`config.mk`:
```
export PLATFORM = sky130hd
export DESIGN_NAME = video_input_flat
export DESIGN_NICKNAME = d
export VERILOG_FILES = /design/src/rtl/video_input_if.sv /design/src/rtl/video_input.sv /design/src/flat_wrapper.sv
export SDC_FILE = /design/constraint.sdc
export NUM_CORES = 1
export LEC_CHECK = 0
export BUFFER_PORTS_ARGS = -buffer_cell sky130_fd_sc_hd__buf_2
export CAP_MARGIN = 30
export CORE_ASPECT_RATIO = 0.9
export CORE_UTILIZATION = 60
export CTS_CLUSTER_SIZE = 8
export DETAILED_ROUTE_END_ITERATION = 7
export PLACE_DENSITY = 0.83
export SLEW_MARGIN = 0
export SYNTH_ARGS = -nofsm -noshare
export SYNTH_HDL_FRONTEND = slang
export SYNTH_SLANG_ARGS = --single-unit
```
`constraint.sdc`:
```
create_clock -name clk -period 7.7 [get_ports clk]
set_input_delay 1.54 -clock clk [delete_from_list [all_inputs] [get_ports clk]]
set_output_delay 1.54 -clock clk [all_outputs]
set_load 0.01 [all_outputs]
```
`src/rtl/video_input_if.sv`:
```
// Pixel-stream and packed-word handshake between a pixel source/word consumer and video_input.
interface video_input_if;
  logic        screen_control;
  logic [3:0]  data_in;
  logic        data_in_en;
  logic        line_start;
  logic [23:0] data_out;
  logic        data_out_valid;
  logic        data_out_ack;
  logic        overflow;
  logic        overflow_clear;

  modport slave (
    input  screen_control, data_in, data_in_en, line_start, data_out_ack, overflow_clear,
    output data_out, data_out_valid, overflow
  );

  modport master (
    output screen_control, data_in, data_in_en, line_start, data_out_ack, overflow_clear,
    input  data_out, data_out_valid, overflow
  );
endinterface

```
`src/rtl/video_input.sv`:
```
// Packs six serial 4-bit pixels into a 24-bit word, in linear or pair-swapped nibble order,
// and hands it to a single-entry holding register with drop-on-full overflow reporting.
module video_input (
  input  logic          clk,
  input  logic          rst,
  video_input_if.slave  bus
);
  localparam int unsigned PIX_W   = 4;
  localparam int unsigned WORD_W  = 24;
  localparam int unsigned IDX_W   = 3;
  localparam int unsigned LAST_IX = 5;

  logic [IDX_W-1:0]  idx_q, idx_d;
  logic [WORD_W-1:0] word_q, word_d;
  logic              ctrl_q, ctrl_d;
  logic [WORD_W-1:0] data_q, data_d;
  logic              valid_q, valid_d;
  logic              ovf_q, ovf_d;

  logic [IDX_W-1:0]  cur_idx;
  logic [IDX_W-1:0]  pos;
  logic              cur_ctrl;
  logic [WORD_W-1:0] packed_word;
  logic              complete;
  logic              transfer;
  logic              drop;

  // line_start restarts the word at index 0; the control bit is taken fresh at index 0 only.
  always_comb begin
    idx_d       = idx_q;
    word_d      = word_q;
    ctrl_d      = ctrl_q;
    data_d      = data_q;
    valid_d     = valid_q;
    ovf_d       = ovf_q;
    cur_idx     = bus.line_start ? '0 : idx_q;
    cur_ctrl    = (cur_idx == '0) ? bus.screen_control : ctrl_q;
    pos         = cur_ctrl ? cur_idx : (cur_idx ^ IDX_W'(1));
    packed_word = (cur_idx == '0) ? '0 : word_q;
    packed_word[{pos, 2'b00} +: PIX_W] = bus.data_in;
    complete    = bus.data_in_en && (cur_idx == IDX_W'(LAST_IX));
    transfer    = complete && (!valid_q || bus.data_out_ack);
    drop        = complete && valid_q && !bus.data_out_ack;

    if (bus.line_start) begin
      idx_d  = '0;
      word_d = '0;
    end
    if (bus.data_in_en) begin
      ctrl_d = cur_ctrl;
      if (complete) begin
        idx_d  = '0;
        word_d = '0;
      end else begin
        idx_d  = IDX_W'(cur_idx + IDX_W'(1));
        word_d = packed_word;
      end
    end

    if (transfer) begin
      valid_d = 1'b1;
      data_d  = packed_word;
    end else if (bus.data_out_ack) begin
      valid_d = 1'b0;
    end

    ovf_d = drop | (ovf_q & ~bus.overflow_clear);
  end

  always_ff @(posedge clk) begin
    if (rst) begin
      idx_q   <= '0;
      word_q  <= '0;
      ctrl_q  <= 1'b1;
      data_q  <= '0;
      valid_q <= 1'b0;
      ovf_q   <= 1'b0;
    end else begin
      idx_q   <= idx_d;
      word_q  <= word_d;
      ctrl_q  <= ctrl_d;
      data_q  <= data_d;
      valid_q <= valid_d;
      ovf_q   <= ovf_d;
    end
  end

  assign bus.data_out       = data_q;
  assign bus.data_out_valid = valid_q;
  assign bus.overflow       = ovf_q;
endmodule
```
`src/flat_wrapper.sv`:
```
// flat-port wrapper written by rule: the top's interface ports become plain ports
module video_input_flat 
  (clk, rst, bus_screen_control, bus_data_in, bus_data_in_en, bus_line_start, bus_data_out_ack, bus_overflow_clear, bus_data_out, bus_data_out_valid, bus_overflow);
  video_input_if bus_i ();
  input  logic clk;
  input  logic rst;
  input wire logic [$bits(bus_i.screen_control)-1:0] bus_screen_control;
  input wire logic [$bits(bus_i.data_in)-1:0] bus_data_in;
  input wire logic [$bits(bus_i.data_in_en)-1:0] bus_data_in_en;
  input wire logic [$bits(bus_i.line_start)-1:0] bus_line_start;
  input wire logic [$bits(bus_i.data_out_ack)-1:0] bus_data_out_ack;
  input wire logic [$bits(bus_i.overflow_clear)-1:0] bus_overflow_clear;
  output wire logic [$bits(bus_i.data_out)-1:0] bus_data_out;
  output wire logic [$bits(bus_i.data_out_valid)-1:0] bus_data_out_valid;
  output wire logic [$bits(bus_i.overflow)-1:0] bus_overflow;
  assign bus_i.screen_control = bus_screen_control;
  assign bus_i.data_in = bus_data_in;
  assign bus_i.data_in_en = bus_data_in_en;
  assign bus_i.line_start = bus_line_start;
  assign bus_i.data_out_ack = bus_data_out_ack;
  assign bus_i.overflow_clear = bus_overflow_clear;
  assign bus_data_out = bus_i.data_out;
  assign bus_data_out_valid = bus_i.data_out_valid;
  assign bus_overflow = bus_i.overflow;
  video_input u_core (.clk(clk), .rst(rst), .bus(bus_i));
endmodule
```
==> flow_summary.json <==
{
  "final_max_slew_viol_count": 0,
  "status": "finished clean",
  "clockBufferDepth": 2,
  "via_per_inst": 6.46,
  "synth_ff_type": "dfxtp_1",
  "first_global_vias": 1987,
  "max_freq_ghz": 0.197,
  "layout-drive-gt1-share_pct": 19.9,
  "fill_cells": 308,
  "reg2reg_to": "u_core.word_q[10]",
  "num-nets-final": 302,
  "root_buffer": "clkbuf_8",
  "synth.area.top_cells": "dfxtp_1, a32o_1, nor2_1",
  "insertedDiodeCount": 0,
  "worst_pin_slew_ns": 0.930,
  "coreArea_sq_um": 3840,
  "reg2reg_slack_ns": 3.53,
  "path_cells": "buf_2 > inv_1 > nand2_1 > ha_1 > a21oi_1 > o221ai_1 > o21a_1 > inv_1 > ha_1 > ha_1 > nor2b_1 > or4b_4 > a21oi_4 > o21ai_0 > a32o_1",
  "grt_pass1_wl_microns": 9470,
  "syn_inst": 259,
  "grt_max_degree": 33,
  "die-area_sq_um": 4420,
  "p_comb_share_pct": 8.8,
  "htreeDepth": 2,
  "regToRegStartpoint": "u_core.idx_q[0]",
  "p_seq_share_pct": 54.3,
  "drt-initial-drc-count": 221,
  "endpoint": "u_core.word_q[10]",
  "slew_headroom_pct": 37.8,
  "max_stage_delay_ns": 0.51,
  "hold_path.class": "reg -> reg",
  "ir_drop_v": 0.000143,
  "dp_hpwl_microns": 3800,
  "async_reset_ff_share_pct": 0,
  "setup_viol": 0,
  "io-pin-count": 37,
  "cts_tree": "done",
  "rsz0062_at_grt": "false",
  "synth_cell_type_count": 47,
  "p_total_mw": 0.521,
  "cp-start-kind": "input pin",
  "ys_ff_latch": 54,
  "crit_path_top_delay_cell": "or4b_4",
  "postRouteAntennaNets": 0,
  "leakagePower_nw": 1.02,
  "path_buf_inv": 3,
  "final-instance-count-excl-fill": 332,
  "fin_setup_tns_ns": 0,
  "grtUsageTotal_pct": 26.9,
  "crit_required_ns": 7.91,
  "power_per_cell_area_nw_per_um2": 189,
  "cp.arrival_ns": 5.30,
  "globalplace.congestion": 0.888,
  "hold_violations": 0,
  "synth_top_area_share_pct": 43.4,
  "start_util_pct": 65.0,
  "clk_latency_ns": 0.31,
  "p_clk_share_pct": 36.9,
  "wl_per_cell_microns": 16.6,
  "post_cts_resize_count": 0,
  "crit_family": "compound AO/OA/AOI/OAI gates",
  "finalClockSkew_ns": 0.00669,
  "drc": 0,
  "max-cap-violations": 0,
  "crit_path_frequent_cell": "ha_1",
  "numCtsBuffers": 5,
  "min_path_cells": 1,
  "synth_edf_count": 0,
  "avgSynthCellArea_sq_um": 9.62,
  "swShare_pct": 24.7,
  "synth_seq_area_share_pct": 43.4,
  "cts.sinks": 54,
  "ctsHoldBuffers": 0,
  "end_kind": "flop",
  "clk_pin_slew_worst_paths_ns": 0.10,
  "yosysMostFrequentCell": "dfxtp_1",
  "area_growth_pct": 10.9,
  "power.internal_mw": 0.393,
  "firstDrtPassIters": 4,
  "power.switching_mw": 0.129,
  "io_buffer_count": 36,
  "criticalPathCategory": "in -> reg",
  "syn-num-nets": 276,
  "rr_worst_depth": 14,
  "netlist_top_cells_count": "dfxtp_1, nor2_1, a211oi_1",
  "setup.worst_path.start": "bus_line_start",
  "path_max_fanout": 13,
  "antenna_found_initial": 0,
  "die_x_microns": 69.9,
  "num_rows": 21,
  "syn-cell-area_sq_um": 2490,
  "cp.depth": 15,
  "utilization_pct": 72.0,
  "vias": 2146,
  "post-cts-setup-buffer-count": 0,
  "fin_crit_ns": 5.09,
  "yosysWarnings": 0,
  "wirelength_microns": 5530,
  "dp.cells": 323,
  "grt_overflow_total": 0,
  "synth_area_leader_cell": "dfxtp_1",
  "dieHeight_microns": 63.1,
  "min_period_over_period_pct": 66.1
}
## how the worst min path moves through the flow
| stage | to | startpoint | slack, ns |
|---|---|---|---|
| 2_1_floorplan | u_core.word_q[20] | u_core.word_q[20] | 0.43 |
| 3_3_place_gp | u_core.word_q[1] | u_core.word_q[1] | 0.45 |
| 3_5_place_dp | u_core.word_q[23] | u_core.word_q[23] | 0.45 |
| 4_1_cts | u_core.word_q[23] | u_core.word_q[23] | 0.48 |
| 5_1_grt | u_core.word_q[6] | u_core.word_q[6] | 0.49 |
| 6_report | u_core.word_q[5] | u_core.word_q[5] | 0.47 |
## cell usage in the layout, fill, tap and decap left out, types with 2 or more instances in the layout
cell type  instances
a2111oi_0         14
a2111oi_2          2
a211oi_1          15
a211oi_2           2
a21oi_1            9
a21oi_2            2
a22o_1             3
a311oi_1           3
a32o_1            13
buf_2             36
buf_8              2
clkbuf_8           5
dfxtp_1           54
ha_1               6
inv_1              9
nand2_1            8
nand2b_1           5
nand3_1            9
nand3b_1           5
nor2_1            34
nor2b_1            3
nor3_1             4
o2111a_1           2
o21ai_0            7
o221ai_1           2
o22ai_1            2
o2bb2ai_1          8
## state kept, by name, indices dropped and copies added, names as in the netlist
signal	cells
u_core.word_q	24
u_core.bus.data_out	24
u_core.bus.overflow	1
u_core.idx_q	3
u_core.ctrl_q	1
u_core.bus.data_out_valid	1
## power by group through the flow
stage / Clock, mW / Sequential (mW) / Combinational [mW]
CTS: 0.195 / 0.283 / 0.0454
detailed placement: 0 / 0.289 / 0.0452
global placement: 0 / 0.289 / 0.0445
finish: 0.192 / 0.283 / 0.0461
floorplan: 0 / 0.289 / 0.0339
global route: 0.204 / 0.283 / 0.0510
## layer usage
metal / global-route usage (%) / wire [microns] / part of all wire, % / up-vias
met3: 5.60 / 311 / 5.6 / 12
met2: 41.2 / 2490 / 45 / 69
met1: 37.1 / 2620 / 47 / 1009
met4: 10.3 / 112 / 2.0 / 0
met5: 0 / 0 / 0 / -
li1: - / - / - / 1056
## cell families (layout without fill, tap and decap cells)
logic type	after synthesis	count (layout)	share of synthesized area [%]
buf+inv	28	55	5.82
mux	1	1	0.402
xor+xnor	1	1	0.351
simple gates	78	78	16.0
flops	54	54	43.4
compound gates	91	91	31.0
fa+ha+maj	6	6	3.01
## layout make-up
type                    instances  area (sq um)  area share, %
multi-input cells             177          1270           45.9
flip-flops and latches         54          1080           39.1
repair buffers                 38           210           7.61
clock buffers                   5          68.8           2.49
well taps                      46          57.6           2.08
clock inverters                 3          43.8           1.58
inverters                       9          33.8           1.22
## through the flow
step	hold WS (ns)	setup WS, ns	instance area [sq um]
3_5_place_dp	0.453	2.34	2640
3_3_place_gp	0.449	2.49	2620
2_1_floorplan	0.433	2.97	2490
4_1_cts	0.476	2.65	2750
6_report	0.471	2.61	2760
5_1_grt	0.494	2.19	2760
## worst reg2reg max path, cell delays in order (launching register included)
cell      delay [ns]
dfxtp_1         0.42
inv_1           0.10
nor2_1          0.24
inv_1           0.08
ha_1            0.29
o221ai_1        0.39
o21a_1          0.23
inv_1           0.05
ha_1            0.19
ha_1            0.32
nor2b_1         0.26
or4b_4          0.51
a21oi_4         0.37
o21ai_0         0.32
a32o_1          0.29
No activity file was read; power rests on OpenSTA's default activity.
